==> config.mk <==
export PLATFORM = sky130hd
export DESIGN_NAME = pmod_da2_serializer_flat
export DESIGN_NICKNAME = d
export VERILOG_FILES = /design/src/rtl/pmod_da2_serializer_if.sv /design/src/rtl/pmod_da2_serializer.sv /design/src/flat_wrapper.sv
export SDC_FILE = /design/constraint.sdc
export NUM_CORES = 1
export LEC_CHECK = 0
export ABC_AREA = 1
export CORE_MARGIN = 2
export CORE_UTILIZATION = 50
export CTS_BUF_LIST = sky130_fd_sc_hd__clkbuf_4
export DETAILED_ROUTE_END_ITERATION = 16
export GPL_ROUTABILITY_DRIVEN = 1
export PLACE_DENSITY_LB_ADDON = 0.2
export SLEW_MARGIN = 20
export SYNTH_ARGS = -nofsm -noshare
export SYNTH_HDL_FRONTEND = slang
export SYNTH_SLANG_ARGS = --single-unit
==> constraint.sdc <==
create_clock -name clock -period 1.3 [get_ports clock]
set_input_delay 0.195 -clock clock [delete_from_list [all_inputs] [get_ports clock]]
set_output_delay 0.195 -clock clock [all_outputs]
set_load 0.02 [all_outputs]
==> src/rtl/pmod_da2_serializer_if.sv <==
`default_nettype none
// +----------------------------------------------------------------------------+
// | Module   : pmod_da2_serializer_if                                          |
// | Purpose  : Bundles the sample handshake and PmodDA2 pin signals of the     |
// |            dual-DAC serializer so source, serializer and bench share one   |
// |            connection.                                                     |
// | Signals  : start        sample strobe from the sample-rate source          |
// |            data1/data2  12-bit unsigned samples for DAC 1 / DAC 2          |
// |            clr_overrun  clears the sticky overrun flag                     |
// |            D1/D2        serial data to DAC 1 / DAC 2                       |
// |            SCLK         serial clock                                       |
// |            nSYNC        frame select, active low                           |
// |            busy/done    frame-in-progress level / return-to-idle pulse     |
// |            overrun      sticky dropped-sample flag                         |
// | Modports : master drives the sample side, slave is the serializer.         |
// | Revision : 1.0  initial release                                            |
// +----------------------------------------------------------------------------+
interface pmod_da2_serializer_if;
   logic        start;
   logic [11:0] data1;
   logic [11:0] data2;
   logic        clr_overrun;
   logic        D1;
   logic        D2;
   logic        SCLK;
   logic        nSYNC;
   logic        busy;
   logic        done;
   logic        overrun;

   modport master (
      output start, data1, data2, clr_overrun,
      input  D1, D2, SCLK, nSYNC, busy, done, overrun
   );

   modport slave (
      input  start, data1, data2, clr_overrun,
      output D1, D2, SCLK, nSYNC, busy, done, overrun
   );
endinterface
`default_nettype wire

==> src/rtl/pmod_da2_serializer.sv <==
`default_nettype none
// +----------------------------------------------------------------------------+
// | Module   : pmod_da2_serializer                                             |
// | Purpose  : Takes two 12-bit samples on a start strobe and shifts them out  |
// |            to both DAC121S101 chips of a PmodDA2 as one 16-bit frame,      |
// |            generating SCLK, nSYNC and D1/D2 from the system clock. Reports |
// |            busy/done and flags samples dropped while a frame is in flight. |
// | Params   : CLK_DIV    clock cycles per SCLK half-period (>=1)              |
// |            QUIET_CYC  nSYNC-high cycles after a frame (>=1)                |
// | Ports    : clock  system clock                                             |
// |            RST_N  asynchronous active-low reset                            |
// |            bus    pmod_da2_serializer_if.slave (handshake + DAC pins)      |
// | Revision : 1.0  initial release                                            |
// +----------------------------------------------------------------------------+
module pmod_da2_serializer #(
   parameter int CLK_DIV   = 2,
   parameter int QUIET_CYC = 4
) (
   input  logic                  clock,
   input  logic                  RST_N,
   pmod_da2_serializer_if.slave  bus
);

   localparam int PH_W = (2 * CLK_DIV > 2) ? $clog2(2 * CLK_DIV) : 1;
   localparam int Q_W  = (QUIET_CYC > 1) ? $clog2(QUIET_CYC) : 1;

   // Last phase count of a bit, and the first phase count of its low half.
   localparam logic [PH_W-1:0] C_PH_LAST = PH_W'(2 * CLK_DIV - 1);
   localparam logic [PH_W-1:0] C_PH_LOW  = PH_W'(CLK_DIV);
   localparam logic [Q_W-1:0]  C_Q_LAST  = Q_W'(QUIET_CYC - 1);

   typedef enum logic [1:0] {
      IDLE  = 2'd0,
      SHIFT = 2'd1,
      QUIET = 2'd2
   } state_t;

   // ---------------------------------------------------------------- state
   state_t            r_state;
   logic [PH_W-1:0]   r_ph;
   logic [3:0]        r_bit;
   logic [Q_W-1:0]    r_q;
   logic [15:0]       r_sr1;
   logic [15:0]       r_sr2;
   logic              r_start_d;

   // Registered pins.
   logic              r_d1;
   logic              r_d2;
   logic              r_sclk;
   logic              r_nsync;
   logic              r_busy;
   logic              r_done;
   logic              r_overrun;

   // ---------------------------------------------------------- next values
   state_t            w_state_n;
   logic [PH_W-1:0]   w_ph_n;
   logic [3:0]        w_bit_n;
   logic [Q_W-1:0]    w_q_n;
   logic [15:0]       w_sr1_n;
   logic [15:0]       w_sr2_n;
   logic              w_in_shift;
   logic              w_d1_n;
   logic              w_d2_n;
   logic              w_sclk_n;
   logic              w_nsync_n;
   logic              w_busy_n;
   logic              w_done_n;
   logic              w_overrun_n;
   logic              w_ovr_set;

   always_ff @(posedge clock or negedge RST_N) begin
      if (!RST_N) begin
         r_state   <= IDLE;
         r_ph      <= '0;
         r_bit     <= 4'd0;
         r_q       <= '0;
         r_sr1     <= 16'h0000;
         r_sr2     <= 16'h0000;
         r_start_d <= 1'b0;
         r_d1      <= 1'b0;
         r_d2      <= 1'b0;
         r_sclk    <= 1'b1;
         r_nsync   <= 1'b1;
         r_busy    <= 1'b0;
         r_done    <= 1'b0;
         r_overrun <= 1'b0;
      end else begin
         r_state   <= w_state_n;
         r_ph      <= w_ph_n;
         r_bit     <= w_bit_n;
         r_q       <= w_q_n;
         r_sr1     <= w_sr1_n;
         r_sr2     <= w_sr2_n;
         r_start_d <= bus.start;
         r_d1      <= w_d1_n;
         r_d2      <= w_d2_n;
         r_sclk    <= w_sclk_n;
         r_nsync   <= w_nsync_n;
         r_busy    <= w_busy_n;
         r_done    <= w_done_n;
         r_overrun <= w_overrun_n;
      end
   end

   always_comb begin
      w_state_n = r_state;
      w_ph_n    = r_ph;
      w_bit_n   = r_bit;
      w_q_n     = r_q;
      w_sr1_n   = r_sr1;
      w_sr2_n   = r_sr2;
      w_done_n  = 1'b0;

      case (r_state)
         IDLE: begin
            if (bus.start) begin
               // Top two bits are don't-care, PD bits 00 select normal operation.
               w_sr1_n   = {4'b0000, bus.data1};
               w_sr2_n   = {4'b0000, bus.data2};
               w_bit_n   = 4'd15;
               w_ph_n    = '0;
               w_state_n = SHIFT;
            end
         end

         SHIFT: begin
            if (r_ph == C_PH_LAST) begin
               // End of the low half: the DAC has taken this bit, present the next.
               w_ph_n  = '0;
               w_sr1_n = {r_sr1[14:0], 1'b0};
               w_sr2_n = {r_sr2[14:0], 1'b0};
               w_bit_n = r_bit - 4'd1;
               if (r_bit == 4'd0) begin
                  w_state_n = QUIET;
                  w_q_n     = C_Q_LAST;
               end
            end else begin
               w_ph_n = r_ph + 1'b1;
            end
         end

         QUIET: begin
            if (r_q == '0) begin
               w_state_n = IDLE;
               w_done_n  = 1'b1;
            end else begin
               w_q_n = r_q - 1'b1;
            end
         end

         default: begin
            w_state_n = IDLE;
         end
      endcase

      // Pins are derived from the next state so they change on the same edge
      // as the state they describe.
      w_in_shift = (w_state_n == SHIFT);
      w_nsync_n  = ~w_in_shift;
      w_sclk_n   = ~w_in_shift | (w_ph_n < C_PH_LOW);
      w_d1_n     = w_in_shift & w_sr1_n[15];
      w_d2_n     = w_in_shift & w_sr2_n[15];
      w_busy_n   = (w_state_n != IDLE);

      // A start level held high continuously since its accepting edge is the
      // same strobe re-presented (back-to-back mode), not a dropped sample;
      // only a fresh assertion during a frame counts as an overrun.
      w_ovr_set = bus.start & ~r_start_d & (r_state != IDLE);
      if (w_ovr_set) begin
         w_overrun_n = 1'b1;
      end else if (bus.clr_overrun) begin
         w_overrun_n = 1'b0;
      end else begin
         w_overrun_n = r_overrun;
      end
   end

   assign bus.D1      = r_d1;
   assign bus.D2      = r_d2;
   assign bus.SCLK    = r_sclk;
   assign bus.nSYNC   = r_nsync;
   assign bus.busy    = r_busy;
   assign bus.done    = r_done;
   assign bus.overrun = r_overrun;

endmodule
`default_nettype wire
==> src/flat_wrapper.sv <==
// flat-port wrapper written by rule: the top's interface ports become plain ports
module pmod_da2_serializer_flat 
#(
   parameter int CLK_DIV   = 2,
   parameter int QUIET_CYC = 4
)
  (clock, RST_N, bus_start, bus_data1, bus_data2, bus_clr_overrun, bus_D1, bus_D2, bus_SCLK, bus_nSYNC, bus_busy, bus_done, bus_overrun);
  pmod_da2_serializer_if bus_i ();
  input  logic clock;
  input  logic RST_N;
  input wire logic [$bits(bus_i.start)-1:0] bus_start;
  input wire logic [$bits(bus_i.data1)-1:0] bus_data1;
  input wire logic [$bits(bus_i.data2)-1:0] bus_data2;
  input wire logic [$bits(bus_i.clr_overrun)-1:0] bus_clr_overrun;
  output wire logic [$bits(bus_i.D1)-1:0] bus_D1;
  output wire logic [$bits(bus_i.D2)-1:0] bus_D2;
  output wire logic [$bits(bus_i.SCLK)-1:0] bus_SCLK;
  output wire logic [$bits(bus_i.nSYNC)-1:0] bus_nSYNC;
  output wire logic [$bits(bus_i.busy)-1:0] bus_busy;
  output wire logic [$bits(bus_i.done)-1:0] bus_done;
  output wire logic [$bits(bus_i.overrun)-1:0] bus_overrun;
  assign bus_i.start = bus_start;
  assign bus_i.data1 = bus_data1;
  assign bus_i.data2 = bus_data2;
  assign bus_i.clr_overrun = bus_clr_overrun;
  assign bus_D1 = bus_i.D1;
  assign bus_D2 = bus_i.D2;
  assign bus_SCLK = bus_i.SCLK;
  assign bus_nSYNC = bus_i.nSYNC;
  assign bus_busy = bus_i.busy;
  assign bus_done = bus_i.done;
  assign bus_overrun = bus_i.overrun;
  pmod_da2_serializer #(.CLK_DIV(CLK_DIV), .QUIET_CYC(QUIET_CYC)) u_core (.clock(clock), .RST_N(RST_N), .bus(bus_i));
endmodule
# ---- Word level (Yosys, flattened, before mapping)
# Cells that the tools add are included.
dict set report word_totals {
  mem_count 0
  reg_bits 50
  mem_bits_ro 0
  mem_bits_rw 0
  latch_bits 0
}
dict set report op_classes {
  multipliers 0
  add_sub_neg 3
  bitwise 7
  n_div 0
  n_lt_le_gt_ge 1
  reduce_logical 10
  eq_ne 8
  mux 25
  shift 0
}
# cell count
set ops {}
lappend ops {{$mux W16} 4}
lappend ops {{$pmux W16 S2} 2}
lappend ops {{$mux W2} 9}
lappend ops {{$reduce_bool A2 Y1} 5}
lappend ops {{$mux W4} 2}
lappend ops {{$pmux W2 S2} 2}
lappend ops {{$pmux W4 S2} 1}
lappend ops {{$pmux W2 S3} 1}
lappend ops {{$and A1 B1 Y1} 4}
lappend ops {{$eq A2 B1 Y1 const B} 2}
lappend ops {{$eq A2 B2 Y1 const B} 2}
lappend ops {{$logic_not A2 Y1} 2}
lappend ops {{$logic_not A4 Y1} 1}
lappend ops {{$mux W1} 4}
lappend ops {{$ne A2 B1 Y1 const B} 2}
lappend ops {{$ne A2 B2 Y1 const B} 2}
lappend ops {{$reduce_and A4 Y1} 1}
lappend ops {{$sub A4 B1 Y4 const B} 1}
lappend ops {{$reduce_and A3 Y1} 1}
lappend ops {{$add A2 B1 Y2 const B} 1}
lappend ops {{$lt A2 B2 Y1 const B} 1}
lappend ops {{$not A1 Y1} 2}
lappend ops {{$sub A2 B1 Y2 const B} 1}
lappend ops {{$or A1 B1 Y1} 1}

# ---- Depth between registers and ports, before layout
dict set report depth {
  ltp_word 7
  ltp_mapped 8
  mapped_depth_nobuf 8
}

# ---- Worst setup path before layout
# Ideal clock, no wire load.
dict set report synth_path {
  path_kind {reg-to-reg}
  startpoint {reg u_core.r_state[0]}
  endpoint {reg u_core.r_sr1[6]}
  required_time_ps 1175
  stages_incl_launch_ff 8
  setup_time_ps 125
  n_path_buf 1
  period_less_slack_ps 1224
  t_arrival_ps 1100
  setup_slack_ps 76
  path_cell_list {dfrtp_1 > nor2_4 > nand2_4 > nand2_4 > inv_4 > buf_6 > nand2_1 > nand3_1}
}
dict set report synth_via {
  elab_chain_cells 3
  word_cells_on_any_way 7
}
# element line_no
set synth_lines {}
lappend synth_lines {{from (decl)} pmod_da2_serializer.sv:39} ;# state_t r_state;
lappend synth_lines {{from (signal assigned)} pmod_da2_serializer.sv:90} ;# r_state <= w_state_n;
lappend synth_lines {{$eq A2 B1 Y1 or $logic_not A2 Y1 (tied branches)} pmod_da2_serializer.sv:116} ;# case (r_state)
lappend synth_lines {{$ne A2 B1 Y1 (no source line), or another cell as far along} --}
lappend synth_lines {{$reduce_and A3 Y1 (no source line)} --}
lappend synth_lines {{to (signal assigned)} pmod_da2_serializer.sv:94} ;# r_sr1 <= w_sr1_n;
lappend synth_lines {{to (decl)} pmod_da2_serializer.sv:43} ;# logic [15:0] r_sr1;
# Several ways; a longest one is shown, not always the timed one.
# A chain may end at the register's enable or synchronous reset.

# ---- Worst setup path after layout
dict set report layout_path {
  startpoint {reg u_core.r_ph[0]}
  endpoint {reg u_core.r_bit[3]}
}
dict set report layout_via {
  elab_chain_cells 3
}
# element line_no
set layout_lines {}
lappend layout_lines {{from (decl)} pmod_da2_serializer.sv:40} ;# logic [PH_W-1:0] r_ph;
lappend layout_lines {{from (signal assigned)} pmod_da2_serializer.sv:91} ;# r_ph <= w_ph_n;
lappend layout_lines {{$eq A2 B2 Y1} pmod_da2_serializer.sv:129} ;# if (r_ph == C_PH_LAST) begin
lappend layout_lines {{$ne A2 B1 Y1 (no source line)} --}
lappend layout_lines {{$reduce_and A3 Y1 (no source line)} --}
lappend layout_lines {{to (signal assigned)} pmod_da2_serializer.sv:92} ;# r_bit <= w_bit_n;
lappend layout_lines {{to (decl)} pmod_da2_serializer.sv:41} ;# logic [3:0] r_bit;
# Every way passes these cells.

==> flow_metrics.tcl <==
set metrics [dict create \
    setup_viol 0 \
    num_io_pins 35 \
    finalNetCount 328 \
    routed_wl_um 4540 \
    synth_cell_type_count 23 \
    p_sw_uw 597 \
    overflow 0 \
    min_period_ns 1.27 \
    place_congestion 0.755 \
    worstSetupPathType "reg -> reg" \
    antenna_cells 0 \
    drv_cap 0 \
    post_dp_cell_area_mm2 0.00269 \
    syn_nets 276 \
    dp_hpwl_um 3100 \
    netlist_instances 245 \
    drt_iter0_drc 191 \
    sequentialPowerShare 0.582 \
    clkPwrFrac 0.327 \
    path_clk_slew_ns 0.14 \
    drive_above_1_share 0.158 \
    internal_power_uw 2100 \
    max-vdd-ir-drop_v 0.000537 \
    crit_arrival_ns 1.52 \
    start_util 0.532 \
    timing.slew.headroom 0.739 \
    finalCritPeriodShare 0.974 \
    core_region_area_mm2 0.00409 \
    skew_ns 0.0146 \
    wl_per_cell_um 13.0 \
    clock-sinks 50 \
    dieArea_mm2 0.00489 \
    ys_ff_latch 50 \
    die_h_um 69.9 \
    grt_start_max_net_pins 35 \
    grt_pass1_vias 1825 \
    sw_frac_of_total 0.221 \
    grt_usage 0.201 \
    power_frac_comb 0.092 \
    rows 23 \
    p_leak_uw 0.00143 \
    first_pass_iters 4 \
    via_count 1816 \
    hold_path.class "in -> async" \
    hold_ws_ns 0.267 \
    clockRootBuffer "clkbuf_4" \
    synthArstFlopShare 1.00 \
    p_per_area_mw_per_mm2 954 \
    remaining_drc_errors 0 \
    seq_area_mm2 0.00126 \
    ys_seq_area_frac 0.577 \
    cp.required_ns 1.56 \
    cts_tree "built" \
    cts_max_level 2 \
    rsz0062_at_grt "true" \
    finalHoldViolCount 0 \
    netlist_area_mm2 0.00217 \
    worstMarginPinSlew_ns 0.391 \
    clkLatencyLatePin_ns 0.37 \
    cts_buffers 5 \
    area_growth_pct 30.1 \
    yosysWarnings 0 \
    multi_input_area_um2 795 \
    outcome "finished, final reports clean" \
    fmaxAchievable_mhz 790 \
    start_kind "flip-flop" \
    ys_dominant_reg_cell "dfrtp_1" \
    drtAntennaViolNets 0 \
    grt_pass1_wl_um 7880 \
    crit_fanout 5 \
    die_w_um 69.9 \
    synth_edf_count 0 \
    vias_per_cell 5.22 \
    avgSynthCellArea_um2 8.87 \
    port_buffers 34 \
    power.total_uw 2700 \
    final_area_mm2 0.00283 \
    nFillCells 334 \
    drv_slew 0 \
    cp-end-kind "flip-flop" \
    clockBufferDepth 2 \
    antenna_found_initial 0 \
]
registers in the layout, summed over array words and instances, names as in the netlist:
name / cells
u_core.r_sr1: 16
u_core.r_sr2: 16
u_core.r_bit: 4
u_core.r_ph: 2
u_core.r_q: 2
u_core.r_state: 2
u_core.bus.D1: 1
u_core.bus.D2: 1
u_core.bus.SCLK: 1
u_core.bus.busy: 1
u_core.bus.done: 1
u_core.bus.nSYNC: 1
u_core.bus.overrun: 1
u_core.r_start_d: 1
worst max-delay path: stages, from the launching register on:
cell and delay [ns]:
dfrtp_1 0.43, ha_4 0.17, nand3_4 0.11, buf_4 0.18, o21ai_0 0.17, nand3_1 0.10
path summary, 6_finish.rpt:
path,cells past startpoint,end,startpoint,slack (ns)
max reg2reg,5,u_core.r_bit[3],u_core.r_ph[0],0.03
max,5,u_core.r_bit[3],u_core.r_ph[0],0.03
min in group clock,3,u_core.r_sr2[0],bus_data2[0],0.38
min reg2reg,2,u_core.r_sr2[9],u_core.r_sr2[8],0.49
min,2,u_core.r_bit[3],RST_N,0.27
max in group asynchronous,3,u_core.r_sr2[14],RST_N,0.53
power groups by stage:
stage | sequential, uW | clock (uW) | combinational, uW
floorplan | 1600 | 0 | 90.2
global placement | 1600 | 0 | 243
detailed placement | 1600 | 0 | 249
CTS | 1570 | 896 | 250
global route | 1570 | 966 | 278
finish | 1570 | 880 | 247
timing repair:
action | CTS | global route
buffers inserted | 0 | 4
hold buffers | 1 | 0
resized for setup | 15 | 10
setup endpoints to repair | 21 | 41
hold endpoints to repair | 14 | 0
pin swaps | 0 | 3
synth_stat cells (3+ instances only):
master    instances  area share
buf_2             3      0.0069
clkbuf_1          3      0.0052
o21ai_0           8       0.018
inv_1            21       0.036
nor2_1            5      0.0086
nand2_1          77        0.13
dfrtp_1          48        0.55
nand3_1          56        0.13
ha_1              3       0.017
final cells by class:
cell class / count / share of cell area
clock buffers: 5 / 0.0133
well taps: 50 / 0.0221
clock inverters: 3 / 0.0142
flip-flops and latches: 50 / 0.444
repair buffers: 55 / 0.194
multi-input cells: 162 / 0.281
inverters: 23 / 0.0314
cells in the final DEF, fill, tap and decap left out, types with 3 or more instances in the layout:
cell type,Yosys,routed
nand2_1,77,76
nand3_1,56,56
dfrtp_1,48,46
clkdlybuf4s50_1,0,26
inv_1,21,20
buf_4,2,14
o21ai_0,8,7
nor2_1,5,5
clkbuf_4,0,5
buf_12,0,5
buf_2,3,3
dlygate4sd2_1,0,3
through the flow:
stage	worst slack [ns]	setup TNS, ns	util	cells
finish	0.0339	0	0.692	348
global route	-0.00486	-0.0143	0.692	348
CTS	0.00699	0	0.679	344
detailed placement	-0.0491	-0.835	0.658	335
global placement	-0.0335	-0.292	0.658	335
floorplan	0.0758	0	-	245
per-layer routing:
metal | vias to the layer above | GRT usage | share of wire
li1 | 890 | - | -
met1 | 872 | 0.282 | 0.45
met2 | 49 | 0.316 | 0.49
met3 | 5 | 0.0404 | 0.046
met4 | 0 | 0.0662 | 0.013
met5 | - | 0 | 0
logic make-up after synthesis:
| kind of cell | Yosys count | synth area share |
|---|---|---|
| compound gates | 12 | 0.0288 |
| fa+ha+maj | 3 | 0.0173 |
| buf+inv | 33 | 0.0702 |
| flops | 50 | 0.577 |
| simple gates | 147 | 0.307 |
Note: power is estimated with default switching activity, not from simulation.
